--- src/rtl/pl_lsu_pkg.sv ---
// Shared constants for the memory-stage load/store unit: funct3 codes,
// FSM state encoding and byte-enable patterns.
package pl_lsu_pkg;

  localparam logic [2:0] F3_LB  = 3'b000;
  localparam logic [2:0] F3_LH  = 3'b001;
  localparam logic [2:0] F3_LW  = 3'b010;
  localparam logic [2:0] F3_LBU = 3'b100;
  localparam logic [2:0] F3_LHU = 3'b101;
  localparam logic [2:0] F3_SB  = 3'b000;
  localparam logic [2:0] F3_SH  = 3'b001;
  localparam logic [2:0] F3_SW  = 3'b010;

  localparam logic [1:0] S_IDLE = 2'd0;
  localparam logic [1:0] S_BUSY = 2'd1;
  localparam logic [1:0] S_DONE = 2'd2;

  localparam logic [3:0] BE_NONE    = 4'b0000;
  localparam logic [3:0] BE_BYTE    = 4'b0001;
  localparam logic [3:0] BE_HALF_LO = 4'b0011;
  localparam logic [3:0] BE_HALF_HI = 4'b1100;
  localparam logic [3:0] BE_WORD    = 4'b1111;

  // funct3[1:0] encodes access size: 00 byte, 01 half, 10 word.
  function automatic logic isAligned(input logic [1:0] size, input logic [1:0] off);
    case (size)
      2'b01:   return ~off[0];
      2'b10:   return off == 2'b00;
      default: return 1'b1;
    endcase
  endfunction

endpackage

--- src/rtl/pl_lsu_align.sv ---
// Combinational lane logic: legality/alignment check, store byte-enable and
// data steering, and load byte/half extraction with sign or zero extension.
module pl_lsu_align
  import pl_lsu_pkg::*;
(
  input  logic        MemReadM,
  input  logic        MemWriteM,
  input  logic [2:0]  funct3M,
  input  logic [1:0]  addrLo,
  input  logic [31:0] WriteDataM,
  output logic        accValid,
  output logic        accIllegal,
  output logic [3:0]  reqBe,
  output logic [31:0] reqWdata,
  input  logic [2:0]  ldFunct3,
  input  logic [1:0]  ldOff,
  input  logic [31:0] rdata,
  output logic [31:0] ldData
);

  logic       access;
  logic       legal;
  logic       aligned;
  logic [7:0] ldByte;
  logic [15:0] ldHalf;

  // NOTE: every always_comb output gets a default first so no path infers a latch.
  always_comb begin
    legal = 1'b0;
    if (MemWriteM)
      legal = funct3M inside {F3_SB, F3_SH, F3_SW};
    else if (MemReadM)
      legal = funct3M inside {F3_LB, F3_LH, F3_LW, F3_LBU, F3_LHU};
  end

  assign access     = MemReadM | MemWriteM;
  assign aligned    = isAligned(funct3M[1:0], addrLo);
  assign accValid   = access & legal & aligned;
  assign accIllegal = access & ~(legal & aligned);

  always_comb begin
    reqBe    = BE_WORD;
    reqWdata = WriteDataM;
    case (funct3M[1:0])
      2'b00: begin
        reqBe    = BE_BYTE << addrLo;
        reqWdata = {4{WriteDataM[7:0]}};
      end
      2'b01: begin
        reqBe    = addrLo[1] ? BE_HALF_HI : BE_HALF_LO;
        reqWdata = {2{WriteDataM[15:0]}};
      end
      default: ;
    endcase
  end

  assign ldByte = rdata[8*ldOff +: 8];
  assign ldHalf = ldOff[1] ? rdata[31:16] : rdata[15:0];

  always_comb begin
    ldData = rdata;
    case (ldFunct3)
      F3_LB:   ldData = {{24{ldByte[7]}}, ldByte};
      F3_LH:   ldData = {{16{ldHalf[15]}}, ldHalf};
      F3_LBU:  ldData = {24'h0, ldByte};
      F3_LHU:  ldData = {16'h0, ldHalf};
      default: ;
    endcase
  end

endmodule

--- src/rtl/pl_dmem_lsu.sv ---
// Memory-stage load/store unit: turns a pipeline load/store into a held
// req/ack transaction, stalls the pipeline until it completes, and times out.
module pl_dmem_lsu
  import pl_lsu_pkg::*;
#(
  parameter int unsigned ACK_TIMEOUT = 255,
  parameter logic [31:0] ERR_DATA    = 32'hDEADBEEF
) (
  input  logic        clk,
  input  logic        reset,
  input  logic        MemReadM,
  input  logic        MemWriteM,
  input  logic [2:0]  funct3M,
  input  logic [31:0] ALUResultM,
  input  logic [31:0] WriteDataM,
  output logic        dmem_req,
  output logic        dmem_we,
  output logic [31:0] dmem_addr,
  output logic [31:0] dmem_wdata,
  output logic [3:0]  dmem_be,
  input  logic [31:0] dmem_rdata,
  input  logic        dmem_ack,
  output logic [31:0] ReadDataM,
  output logic        StallM,
  output logic        MisalignM,
  output logic        BusErrM
);

  localparam int CW = (ACK_TIMEOUT > 1) ? $clog2(ACK_TIMEOUT) : 1;
  localparam logic [CW-1:0] CNT_LAST = (ACK_TIMEOUT > 0) ? CW'(ACK_TIMEOUT - 1) : '0;

  logic [1:0]    state;
  logic [CW-1:0] cnt;
  logic          regLoad;
  logic [2:0]    regFunct3;
  logic [1:0]    regOff;
  logic          accValid;
  logic          accIllegal;
  logic [3:0]    reqBe;
  logic [31:0]   reqWdata;
  logic [31:0]   ldData;
  logic          timeout;

  pl_lsu_align u_align (
    .MemReadM   (MemReadM),
    .MemWriteM  (MemWriteM),
    .funct3M    (funct3M),
    .addrLo     (ALUResultM[1:0]),
    .WriteDataM (WriteDataM),
    .accValid   (accValid),
    .accIllegal (accIllegal),
    .reqBe      (reqBe),
    .reqWdata   (reqWdata),
    .ldFunct3   (regFunct3),
    .ldOff      (regOff),
    .rdata      (dmem_rdata),
    .ldData     (ldData)
  );

  assign timeout   = (ACK_TIMEOUT != 0) && (cnt == CNT_LAST);
  assign StallM    = ((state == S_IDLE) && accValid) || (state == S_BUSY);
  assign MisalignM = (state == S_IDLE) && accIllegal;

  // NOTE: state registers use non-blocking assignments so every flop samples pre-edge values.
  always_ff @(posedge clk or posedge reset) begin
    if (reset) begin
      state      <= S_IDLE;
      cnt        <= '0;
      dmem_req   <= 1'b0;
      dmem_we    <= 1'b0;
      dmem_addr  <= '0;
      dmem_wdata <= '0;
      dmem_be    <= BE_NONE;
      regLoad    <= 1'b0;
      regFunct3  <= '0;
      regOff     <= '0;
      ReadDataM  <= '0;
      BusErrM    <= 1'b0;
    end else begin
      BusErrM <= 1'b0;
      case (state)
        S_IDLE: begin
          if (accValid) begin
            dmem_req   <= 1'b1;
            dmem_we    <= MemWriteM;
            dmem_addr  <= {ALUResultM[31:2], 2'b00};
            dmem_be    <= reqBe;
            dmem_wdata <= reqWdata;
            regLoad    <= ~MemWriteM;
            regFunct3  <= funct3M;
            regOff     <= ALUResultM[1:0];
            cnt        <= '0;
            state      <= S_BUSY;
          end
        end
        S_BUSY: begin
          if (dmem_ack) begin
            dmem_req <= 1'b0;
            dmem_be  <= BE_NONE;
            if (regLoad) ReadDataM <= ldData;
            state    <= S_DONE;
          end else if (timeout) begin
            dmem_req <= 1'b0;
            dmem_be  <= BE_NONE;
            BusErrM  <= 1'b1;
            if (regLoad) ReadDataM <= ERR_DATA;
            state    <= S_DONE;
          end else begin
            cnt <= cnt + 1'b1;
          end
        end
        // The pipeline advances on this edge; inputs still show the old op.
        S_DONE:  state <= S_IDLE;
        default: state <= S_IDLE;
      endcase
    end
  end

endmodule

--- config.mk ---
export PLATFORM = sky130hd
export DESIGN_NAME = pl_dmem_lsu
export DESIGN_NICKNAME = d
export VERILOG_FILES = /design/src/rtl/pl_lsu_pkg.sv /design/src/rtl/pl_lsu_align.sv /design/src/rtl/pl_dmem_lsu.sv
export SDC_FILE = /design/constraint.sdc
export NUM_CORES = 1
export LEC_CHECK = 0
export CORE_MARGIN = 4
export CORE_UTILIZATION = 48
export DETAILED_ROUTE_END_ITERATION = 16
export MAX_ROUTING_LAYER = met4
export PLACE_DENSITY_LB_ADDON = 0.25
export SETUP_SLACK_MARGIN = 0.15
export SLEW_MARGIN = 20
export SYNTH_ARGS = -nofsm -noshare
export SYNTH_HDL_FRONTEND = slang
export SYNTH_SLANG_ARGS = --single-unit
--- constraint.sdc ---
create_clock -name clk -period 10.78 [get_ports clk]
set_clock_uncertainty 0.1 [all_clocks]
set_input_delay 1.078 -clock clk [delete_from_list [all_inputs] [get_ports clk]]
set_output_delay 1.078 -clock clk [all_outputs]
set_load 0.005 [all_outputs]
==> results.md <==
- Total power: 2.01 mW
- PnR worst setup slack: 6090 ps
- Worst skew pair latency: 410 ps
- Post-synth EDFFs: 0
- Setup WS pre-CTS: 6080 ps
- Root Buffer Master: clkbuf_16
- Post-synth top flop: dfrtp_1
- Final ANT Viol Nets: 0
- Final Hold Fails: 0
- GP Congestion: 0.860
- Die W: 116 um
- DR vias: 4725
- Startpoint Class: primary input
- Proportion of layout cells with a drive suffix above 1: 6.97%
- Switching share of power: 28.6%
- Max_cap viols: 0
- DP Wirelength: 11600 um
- Drt via density: 5.68
- Post-synthesis async set-or-reset flop share: 100%
- Synthesized area per cell: 11.7 sq um
- Core Rows: 39
- Part of the power in the clock network: 25.6%
- Detailed Route Iter0 Violations: 248
- CTS Buf Count: 17
- YS warnings: 0
- Combinational Power Share: 37.5%
- Post-layout min period: 4690 ps
- Crit path DAT: 3510 ps
- Fin util: 72.5%
- Post-CTS Repair Setup Buffers: 0
- Fin crit share: 43.5%
- Crit Path Category: primary input to output pin
- Layout Cells excl Fill: 832
- Reg power frac: 36.9%
- Critical Path Fanout Max: 18
- Critical Path RT: 9600 ps
- Post-Layout Inst Area: 8280 sq um
- Hold slack: 379 ps
- Final Slew Violations: 0
- Clock Sinks: 117
- Cell area after synthesis: 5610 sq um
- FF+latch count, synth: 117
- DIE HEIGHT: 116 um
- Area Overhead vs Synth: 47.5%
- IO Port Bufs: 206
- RSZ-0062 raised after global routing: no
- Die area: 13500 sq um
- Fin nets: 785
- Register area share after synthesis: 52.2%
- FMAX: 0.213 GHz
- CTS clock-pin slew for the worst setup and hold paths: 50 ps
- Largest cells by area after synthesis: dfrtp_1, mux2_1, mux2i_1, nand2_1, a22o_1
- CTS tree: done
- First-pass GRT wire length: 25000 um
- Least-Margin Pin Slew: 1030 ps
- Synth top area share: 52.2%
- Hold-fix buffers at CTS: 0
- Total grt overflow: 0
- CTS Buffer Depth: 2
- Post-Route WL: 16000 um
- Sw Pwr: 0.575 mW
- Cts repair resizes: 0
- Relative slew slack: 31.0%
- P per Cell Area: 243 nW/um^2
- I/O Pins: 209
- Placed instance count: 800
- Internal Power: 1.44 mW
- Post-Syn Instances: 479
- Number of global-route vias before repair: 4882
- Worst VDD drop: 178 uV
- # diodes: 0
- Largest net degree at the start of global routing: 80
- DR pass1 iterations: 5
- Setup Viol. Count Final: 0
- Worst hold path type: register to register
- Most common cell in the netlist: dfrtp_1
- Placed cell area: 7720 sq um
- Distinct cell type count after synthesis: 51
- Post-synth top area cell: dfrtp_1
- Most common library cells after synthesis: dfrtp_1, mux2_1, nand2_1
- Routed len/inst: 19.2 um
- Initial Utilization: 49.1%
- Crit end category: output pin
- P_leak: 3.56 nW
- Status: completed
- Core area: 11400 sq um
- H-tree Lvls: 4
- Setup_tns: 0 ps
- Initial antenna violation count: 0
- Gr usage total: 25.0%
- DR DRC count: 0
## cell type report
cell class | count | area [sq um]
Timing Repair Buffer | 208 | 2080
Fill cell | 806 | 3140
Clock inverter | 4 | 45.0
Sequential cell | 117 | 2930
Inverter | 20 | 77.6
Tap cell | 143 | 179
Multi-Input combinational cell | 312 | 2470
Clock buffer | 28 | 497
## cells by family (layout without fill, tap and decap cells)
| group | after synthesis | after routing | synth area share, % |
|---|---|---|---|
| DFF | 117 | 117 | 52.2 |
| and+or+nand+nor | 108 | 108 | 9.15 |
| AOI/OAI and AO/OA | 102 | 102 | 14.7 |
| muxes | 93 | 93 | 18.4 |
| buffers and inverters | 51 | 260 | 4.10 |
| adders and majority gates | 5 | 5 | 1.12 |
| xor gates and xnor gates | 2 | 2 | 0.312 |
| other | 1 | 2 | 0.0669 |
## state kept, by name, indices dropped and copies added, names as in the netlist
register	count
BusErrM	1
ReadDataM	32
cnt	8
dmem_addr	30
dmem_be	4
dmem_req	1
dmem_wdata	32
dmem_we	1
regFunct3	3
regLoad	1
regOff	2
state	2
## layout by cell type (no fill, tap or decap), drive strengths merged, types with 3 or more instances in the layout
cell type / n
ha: 5
o32ai: 6
a2bb2oi: 11
mux2i: 21
nor4: 5
nand3: 11
clkbuf: 28
a22oi: 8
nor2: 13
o21ai: 19
nor3: 3
o211ai: 3
inv: 19
a21oi: 8
nand2b: 8
nor2b: 6
clkinv: 4
a22o: 19
mux2: 71
o22a: 5
nand2: 53
clkdlybuf4s50: 206
dfrtp: 117
a221oi: 7
a221o: 5
## path summary, 6_finish.rpt
path                                     start             end  slack (ps)  cells after the start
max in group asynchronous                reset          cnt[4]        8540                      3
worst max register to register          cnt[0]   ReadDataM[22]        8220                      6
worst min register to register  dmem_wdata[26]  dmem_wdata[26]         380                      1
worst max-delay path                funct3M[1]          StallM        6090                      8
worst min-delay path            dmem_wdata[26]  dmem_wdata[26]         380                      1
min in group asynchronous                reset   dmem_addr[13]         960                      2
## metal layers
layer	vias to the layer above	global-route usage, %	share of wire [%]
met5	-	-	0
met4	0	9.98	2.2
li1	2149	-	-
met2	219	40.6	51
met1	2323	28.6	39
met3	34	8.45	8.5
## power groups by stage
stage | sequential (mW) | clock, mW | combinational [mW]
global placement | 0.733 | 0 | 0.741
detailed placement | 0.744 | 0 | 0.756
floorplan | 0.730 | 0 | 0.298
global route | 0.766 | 0.549 | 0.812
finish | 0.743 | 0.515 | 0.754
CTS | 0.741 | 0.525 | 0.763
## worst max-delay path, cell delays in order
cell	delay (ps)
clkdlybuf4s50_1	450
clkinv_1	220
ha_1	620
nor2_2	100
o22ai_1	300
a31oi_1	130
nor2_1	110
clkdlybuf4s50_1	510
Power figures use the tool's default switching activity.
